## src/rtl/dice_game_pkg.sv

```systemverilog
// Shared constants, FSM encoding and prize encoding for the six-dice prize game.
package dice_game_pkg;

  localparam int NUM_DICE   = 6;
  localparam int FACE_W     = 3;
  localparam int NUM_FACES  = 6;
  localparam int NUM_PRIZES = 6;
  localparam int DICE_W     = NUM_DICE * FACE_W;
  localparam int IDX_W      = 3;
  localparam int BEST_W     = 3;
  localparam int EVAL_CNT_W = 4;

  typedef enum logic [1:0] {
    ST_IDLE    = 2'd0,
    ST_COLLECT = 2'd1,
    ST_EVAL    = 2'd2,
    ST_REPORT  = 2'd3
  } state_t;

  // best_prize: 0 means no prize, otherwise the 1-based index of the winning prize line
  localparam logic [BEST_W-1:0] BEST_NONE  = 3'd0;
  localparam logic [BEST_W-1:0] BEST_FIRST = 3'd1;
  localparam logic [BEST_W-1:0] BEST_LAST  = 3'd6;

  function automatic logic face_legal(input logic [FACE_W-1:0] face);
    return face < 3'(NUM_FACES);
  endfunction

endpackage

```

## src/rtl/dice_round_ctrl_if.sv

```systemverilog
// Roller, evaluator and result signals of dice_round_ctrl.
// Handshakes: a transfer happens on a rising edge where valid and ready are both high; valid
// never waits on ready, and data stays stable while valid is high and ready is low.
interface dice_round_ctrl_if;
  import dice_game_pkg::*;

  logic                  roll_valid;
  logic [FACE_W-1:0]     roll_face;
  logic                  roll_ready;
  logic [DICE_W-1:0]     dice_out;
  logic [NUM_PRIZES-1:0] prize_in;
  logic                  result_valid;
  logic                  result_ready;
  logic [NUM_PRIZES-1:0] prize_vec;
  logic [BEST_W-1:0]     best_prize;

  // Environment side: roller, evaluator and result consumer
  modport master (
    output roll_valid, roll_face, prize_in, result_ready,
    input  roll_ready, dice_out, result_valid, prize_vec, best_prize
  );

  // Round controller side
  modport slave (
    input  roll_valid, roll_face, prize_in, result_ready,
    output roll_ready, dice_out, result_valid, prize_vec, best_prize
  );

endinterface

```

## src/rtl/prize_prio_enc.sv

```systemverilog
// Priority encoder: lowest-numbered asserted prize line wins; empty vector gives BEST_NONE.
module prize_prio_enc
  import dice_game_pkg::*;
(
  input  logic [NUM_PRIZES-1:0] prize,
  output logic [BEST_W-1:0]     best
);

  always_comb begin
    best = BEST_NONE;
    // Walk from P6 down so the lowest asserted line is written last
    for (int k = NUM_PRIZES - 1; k >= 0; k--) begin
      if (prize[k]) best = BEST_W'(k + 1);
    end
  end

endmodule

```

## src/rtl/dice_round_ctrl.sv

```systemverilog
// Round sequencer for the six-dice prize game: collect dice, settle evaluator, report best prize.
// Optional statistics counters are enabled by defining DICE_STATS_EN.
module dice_round_ctrl
  import dice_game_pkg::*;
#(
  parameter int EVAL_CYCLES = 1,
  parameter int CNT_W       = 16
) (
  input  logic clk,
  input  logic rst,
  input  logic start,
  input  logic abort,
  dice_round_ctrl_if.slave bus,
  output logic   busy,
  output state_t state_dbg
`ifdef DICE_STATS_EN
  ,
  output logic [CNT_W-1:0]            rounds_done,
  output logic [NUM_PRIZES*CNT_W-1:0] win_cnt
`endif
);

  // Out-of-range settings fall back to a single settle cycle
  localparam bit PARAMS_OK = (EVAL_CYCLES >= 1) && (EVAL_CYCLES <= 15) && (CNT_W >= 1);
  localparam logic [EVAL_CNT_W-1:0] EVAL_LOAD = PARAMS_OK ? EVAL_CNT_W'(EVAL_CYCLES) : 4'd1;

  state_t                state;
  logic [IDX_W-1:0]      idx;
  logic [EVAL_CNT_W-1:0] cnt;
  logic [BEST_W-1:0]     best_next;
  logic                  die_accept;

  prize_prio_enc u_prio (
    .prize (bus.prize_in),
    .best  (best_next)
  );

  assign die_accept = bus.roll_valid && bus.roll_ready && face_legal(bus.roll_face);
  assign busy       = (state != ST_IDLE);
  assign state_dbg  = state;

  always_ff @(posedge clk) begin
    if (rst) begin
      state            <= ST_IDLE;
      idx              <= '0;
      cnt              <= '0;
      bus.dice_out     <= '0;
      bus.prize_vec    <= '0;
      bus.best_prize   <= BEST_NONE;
      bus.result_valid <= 1'b0;
      bus.roll_ready   <= 1'b0;
    end else if (abort && (state != ST_IDLE)) begin
      // prize_vec, best_prize and dice_out deliberately keep their last values
      state            <= ST_IDLE;
      bus.result_valid <= 1'b0;
      bus.roll_ready   <= 1'b0;
    end else begin
      case (state)
        ST_IDLE: begin
          if (start && !abort) begin
            state          <= ST_COLLECT;
            idx            <= '0;
            bus.dice_out   <= '0;
            bus.roll_ready <= 1'b1;
          end
        end

        ST_COLLECT: begin
          if (die_accept) begin
            for (int k = 0; k < NUM_DICE; k++) begin
              if (idx == IDX_W'(k)) bus.dice_out[k*FACE_W +: FACE_W] <= bus.roll_face;
            end
            if (idx == IDX_W'(NUM_DICE - 1)) begin
              state          <= ST_EVAL;
              bus.roll_ready <= 1'b0;
              cnt            <= EVAL_LOAD;
            end else begin
              idx <= idx + 1'b1;
            end
          end
        end

        ST_EVAL: begin
          if (cnt == '0) begin
            state            <= ST_REPORT;
            bus.prize_vec    <= bus.prize_in;
            bus.best_prize   <= best_next;
            bus.result_valid <= 1'b1;
          end else begin
            cnt <= cnt - 1'b1;
          end
        end

        ST_REPORT: begin
          if (bus.result_ready) begin
            state            <= ST_IDLE;
            bus.result_valid <= 1'b0;
          end
        end

        default: begin
          state            <= ST_IDLE;
          bus.result_valid <= 1'b0;
          bus.roll_ready   <= 1'b0;
        end
      endcase
    end
  end

`ifdef DICE_STATS_EN
  logic result_taken;

  // Abort overrides the result handshake, so an aborted round is never counted
  assign result_taken = (state == ST_REPORT) && bus.result_valid && bus.result_ready && !abort;

  always_ff @(posedge clk) begin
    if (rst) begin
      rounds_done <= '0;
      win_cnt     <= '0;
    end else if (result_taken) begin
      if (rounds_done != '1) rounds_done <= rounds_done + 1'b1;
      for (int k = 0; k < NUM_PRIZES; k++) begin
        if (bus.prize_vec[k] && (win_cnt[k*CNT_W +: CNT_W] != '1)) begin
          win_cnt[k*CNT_W +: CNT_W] <= win_cnt[k*CNT_W +: CNT_W] + 1'b1;
        end
      end
    end
  end
`endif

endmodule

```

## src/flat_wrapper.sv

```systemverilog
// flat-port wrapper written by rule: the top's interface ports become plain ports
module dice_round_ctrl_flat import dice_game_pkg::*;
#(
  parameter int EVAL_CYCLES = 1,
  parameter int CNT_W       = 16
)
  (clk, rst, start, abort, busy, state_dbg, bus_roll_valid, bus_roll_face, bus_prize_in, bus_result_ready, bus_roll_ready, bus_dice_out, bus_result_valid, bus_prize_vec, bus_best_prize);
  dice_round_ctrl_if bus_i ();
  input  logic clk;
  input  logic rst;
  input  logic start;
  input  logic abort;
  output logic busy;
  output state_t state_dbg;
  input wire logic [$bits(bus_i.roll_valid)-1:0] bus_roll_valid;
  input wire logic [$bits(bus_i.roll_face)-1:0] bus_roll_face;
  input wire logic [$bits(bus_i.prize_in)-1:0] bus_prize_in;
  input wire logic [$bits(bus_i.result_ready)-1:0] bus_result_ready;
  output wire logic [$bits(bus_i.roll_ready)-1:0] bus_roll_ready;
  output wire logic [$bits(bus_i.dice_out)-1:0] bus_dice_out;
  output wire logic [$bits(bus_i.result_valid)-1:0] bus_result_valid;
  output wire logic [$bits(bus_i.prize_vec)-1:0] bus_prize_vec;
  output wire logic [$bits(bus_i.best_prize)-1:0] bus_best_prize;
  assign bus_i.roll_valid = bus_roll_valid;
  assign bus_i.roll_face = bus_roll_face;
  assign bus_i.prize_in = bus_prize_in;
  assign bus_i.result_ready = bus_result_ready;
  assign bus_roll_ready = bus_i.roll_ready;
  assign bus_dice_out = bus_i.dice_out;
  assign bus_result_valid = bus_i.result_valid;
  assign bus_prize_vec = bus_i.prize_vec;
  assign bus_best_prize = bus_i.best_prize;
  dice_round_ctrl #(.EVAL_CYCLES(EVAL_CYCLES), .CNT_W(CNT_W)) u_core (.clk(clk), .rst(rst), .start(start), .abort(abort), .bus(bus_i), .busy(busy), .state_dbg(state_dbg));
endmodule
```

## config.mk

```make
export PLATFORM = sky130hd
export DESIGN_NAME = dice_round_ctrl_flat
export DESIGN_NICKNAME = d
export VERILOG_FILES = /design/src/rtl/dice_game_pkg.sv /design/src/rtl/dice_round_ctrl_if.sv /design/src/rtl/prize_prio_enc.sv /design/src/rtl/dice_round_ctrl.sv /design/src/flat_wrapper.sv
export SDC_FILE = /design/constraint.sdc
export NUM_CORES = 1
export LEC_CHECK = 0
export CORE_UTILIZATION = 45
export CTS_CLUSTER_DIAMETER = 40
export CTS_CLUSTER_SIZE = 40
export DETAILED_ROUTE_END_ITERATION = 7
export GPL_TIMING_DRIVEN = 0
export PLACE_DENSITY = 0.79
export SKIP_CTS_REPAIR_TIMING = 1
export SLEW_MARGIN = 20
export SYNTH_ARGS = -nofsm -noshare
export SYNTH_HDL_FRONTEND = slang
export SYNTH_SLANG_ARGS = --single-unit
```

## constraint.sdc

```tcl
create_clock -name clk -period 1.6 [get_ports clk]
set_input_delay 0.24 -clock clk [delete_from_list [all_inputs] [get_ports clk]]
set_output_delay 0.24 -clock clk [all_outputs]
set_load 0.01 [all_outputs]
```

==> results by group <==
Status
  – Status: finished, violations left
  – Failing checks: setup timing

Power and ir drop
  – Pwr dens: 1340 mW/mm^2
  – Max rail drop VDD: approximately 650 uV
  – Leak pwr: 1.22 nW

Timing
  – Clock Skews: between 0.008 and 0.009 ns
  – Final setup viols: 10
  – Final Max Slew Viols: 0
  – Min setup slack post-route: -0.0579 ns
  – Final hold vios: 0
  – Final worst-path cycle share: 104%
  – Max-slew headroom: roughly 70%
  – Min cycle time layout: 1.66 ns
  – Worst slew pin tran: about 0.44 ns
  – RSZ-0062 raised after global routing: yes
  – F_max: around 600 MHz

Final layout
  – Ant diodes: 0
  – Layout cells sized above 1: about a quarter
  – Design area: around 0.0030 mm^2
  – Syn-to-layout area delta: 50.3%
  – Final core utilization: 72.5%
  – Layout fillers: 293
  – Nets: between 300 and 400

Detailed routing
  – Drt drc: 0
  – DR vias: 1,841
  – Vias per inst: 5.48
  – Post-DR wirelength/cell: 15.3 um
  – Drt first pass iters: 5
  – Drt total wl: 5130 um
  – Initial DRC Count: 112
  – Final ANT Viol Nets: 0

Synth
  – Register area share after synthesis: around two fifths
  – Syn avg cell area: slightly above 9 um^2
  – Main area contributors after synthesis: dfxtp_1 38%, mux2i_1 13%, ha_1 8.2%, nand2b_1 6.3%, inv_1 2.8%
  – Synth warn: 0
  – Post-synthesis async set-or-reset flop share: 0%
  – Post-synth top area share: 38.3%
  – Synth cell types: 42
  – Dominant cell type by area after synthesis: dfxtp_1
  – #FFs+latches synth: 38
  – Mapped cell area: 0.00199 mm^2
  – Ys flop type: dfxtp_1
  – EDFF count, synth: 0
  – Mapped Cells: 218
  – Syn_nets: 246

Clocking
  – Cts bufs inserted: 5
  – Clock latency on the worst-skew pair: between 0.2 and 0.3 ns
  – Clock sinks: 38
  – CTS tree: yes
  – Root Buffer: clkbuf_8
  – Clock slew at reported path FFs: around 0.080 ns
  – H-tree level count: 2
  – CTS Buffer Depth: 2

Worst setup path
  – Worst reg2reg setup slack: -0.06 ns
  – Crit path DAT: 1.88 ns
  – Worst Path Max Fanout: 10
  – Buffer and inverter count on the worst path: 1
  – Largest delay contributor family on the critical path: simple AND/OR/NAND/NOR gates
  – Ordered list of cells on the worst path: inv_4 > ha_2 > nor3b_1 > nand4_1 > a21oi_1
  – Critical path endpoint category: flip-flop
  – Slowest CP cell: nor3b_1
  – Setup crit start kind: flip-flop
  – Crit path kind: reg -> reg
  – Worst EP required: between 1.5 and 2 ns
  – CP peak stage delay: 0.42 ns

Floorplanning
  – Die ar.: 0.00469 mm^2
  – Die Y: 68.5 um
  – Initial Util: 48.3%
  – DIE WIDTH: 68.5 um
  – Number of I/O pins: 47
  – Core area: 0.00412 mm^2
  – Std cell rows: 23

Global routing
  – GRT Overall Usage: 21.5%
  – First-pass GRT wire length: ~7400 um
  – Grt total ovfl: 0
  – Vias in the first global route: roughly 1,600
  – Initial antenna violation count: 0
  – Largest net degree at the start of global routing: 13

Placement
  – GP Congestion: 0.883
  – Post-DP HPWL: 3310 um
  – PortBufs: 46
  – Instance area after placement: between 0.002 and 0.003 mm^2

Hold path
  – HP Class: reg -> reg

Job
  – Max-Cap Viols: 0
cells in the final DEF, fill, tap and decap left out, drive strengths merged, types with 2 or more instances in the layout:
master / netlist / final
nand2: 13 / 13
dfxtp: 38 / 38
nor2: 13 / 14
nor4b: 2 / 2
o41ai: 5 / 5
nand4: 2 / 2
a21oi: 9 / 9
clkbuf: 5 / 10
buf: 3 / 17
nand2b: 20 / 20
o31ai: 3 / 3
clkdlybuf4s50: 0 / 45
nand3: 5 / 5
nor3: 6 / 6
nand3b: 4 / 4
a211oi: 3 / 3
and2: 3 / 3
a31oi: 3 / 3
o31a: 3 / 3
nor2b: 2 / 2
o21a: 2 / 2
nor3b: 2 / 2
ha: 13 / 13
o21ai: 4 / 4
clkinvlp: 0 / 2
mux2i: 26 / 26
inv: 17 / 16
worst reg2reg max path, delay by kind of cell, from the launching register on:
family,cells,cell delay (ns)
AO/OA/AOI/OAI,1,0.17
adder cells (fa/ha/maj),1,0.35
buffers and inverters,1,0.09
flip-flops,1,0.36
AND/OR/NAND/NOR,2,0.61
registers in the layout (all words and copies together), names as in the netlist:
| name | cells |
|---|---|
| u_core.bus.dice_out | 18 |
| u_core.bus.prize_vec | 6 |
| u_core.cnt | 4 |
| u_core.bus.best_prize | 3 |
| u_core.idx | 3 |
| u_core.state_dbg | 2 |
| u_core.bus.result_valid | 1 |
| u_core.bus.roll_ready | 1 |
report_power, final:
part	switching [W]	internal, W	leakage [nW]
sequential	0.0000899	0.00106	0.310
clock	0.000353	0.000346	0.0472
combinational	0.00107	0.00109	0.858
total	0.00152	0.00250	1.22
metal layers:
layer  track usage, %  routed length (um)  vias up
met5                0                   0        -
met4             8.33                  43        0
met3             5.17                 216        6
met2             35.0                2510       56
met1             27.2                2360      875
li1                 -                   -      904
synthesized netlist by cell type, types with 3 or more instances:
| cell type | n |
|---|---|
| nand3_1 | 5 |
| o41ai_1 | 5 |
| a211oi_1 | 3 |
| dfxtp_1 | 38 |
| nor2_1 | 12 |
| o31ai_1 | 3 |
| nor3_1 | 6 |
| ha_1 | 13 |
| mux2i_1 | 26 |
| clkbuf_1 | 5 |
| and2_1 | 3 |
| a31oi_1 | 3 |
| inv_1 | 15 |
| nand2b_1 | 20 |
| o21ai_1 | 3 |
| a21oi_1 | 9 |
| nand3b_1 | 4 |
| nand2_1 | 13 |
| o31a_1 | 3 |
final cells by class:
class | instances | area [um^2] | share of cell area, %
multi-input cells | 156 | 1350 | 45.3
clock inverters | 2 | 12.5 | 0.419
plain buffers | 6 | 32.5 | 1.09
repair buffers | 61 | 602 | 20.2
clock buffers | 6 | 82.6 | 2.77
flip-flops and latches | 38 | 772 | 25.9
inverters | 17 | 70.1 | 2.35
well taps | 50 | 62.6 | 2.10
kinds of logic (layout without fill, tap and decap cells):
logic type,count (synthesis),after routing,synth area share [%]
buffers and inverters,25,92,4.85
AO/OA/AOI/OAI,40,40,14.4
multiplexers,26,26,13.1
adder cells (fa/ha/maj),13,13,8.19
AND/OR/NAND/NOR,76,77,21.2
flip-flops,38,38,38.3
path summary, 6_finish.rpt:
kind                                                from                        to  depth (start not counted)
worst max-delay path                 u_core.state_dbg[1]             u_core.idx[1]                          5
worst min-delay path            u_core.bus.best_prize[1]  u_core.bus.best_prize[1]                          2
worst max register to register       u_core.state_dbg[1]             u_core.idx[1]                          5
worst min register to register  u_core.bus.best_prize[1]  u_core.bus.best_prize[1]                          2
per-stage QoR:
stage	setup TNS, ns	hold slack (ns)	total power [W]	worst slack, ns	instances
after floorplan	0	0.376	0.00211	0.0157	218
after global placement	-6.91	0.442	0.00255	-0.285	314
after detailed placement	-7.55	0.451	0.00257	-0.329	314
after CTS	-7.17	0.460	0.00329	-0.378	322
after global routing	-1.16	0.495	0.00423	-0.112	336
final	-0.174	0.452	0.00401	-0.0579	336
Power figures use the tool's default switching activity.
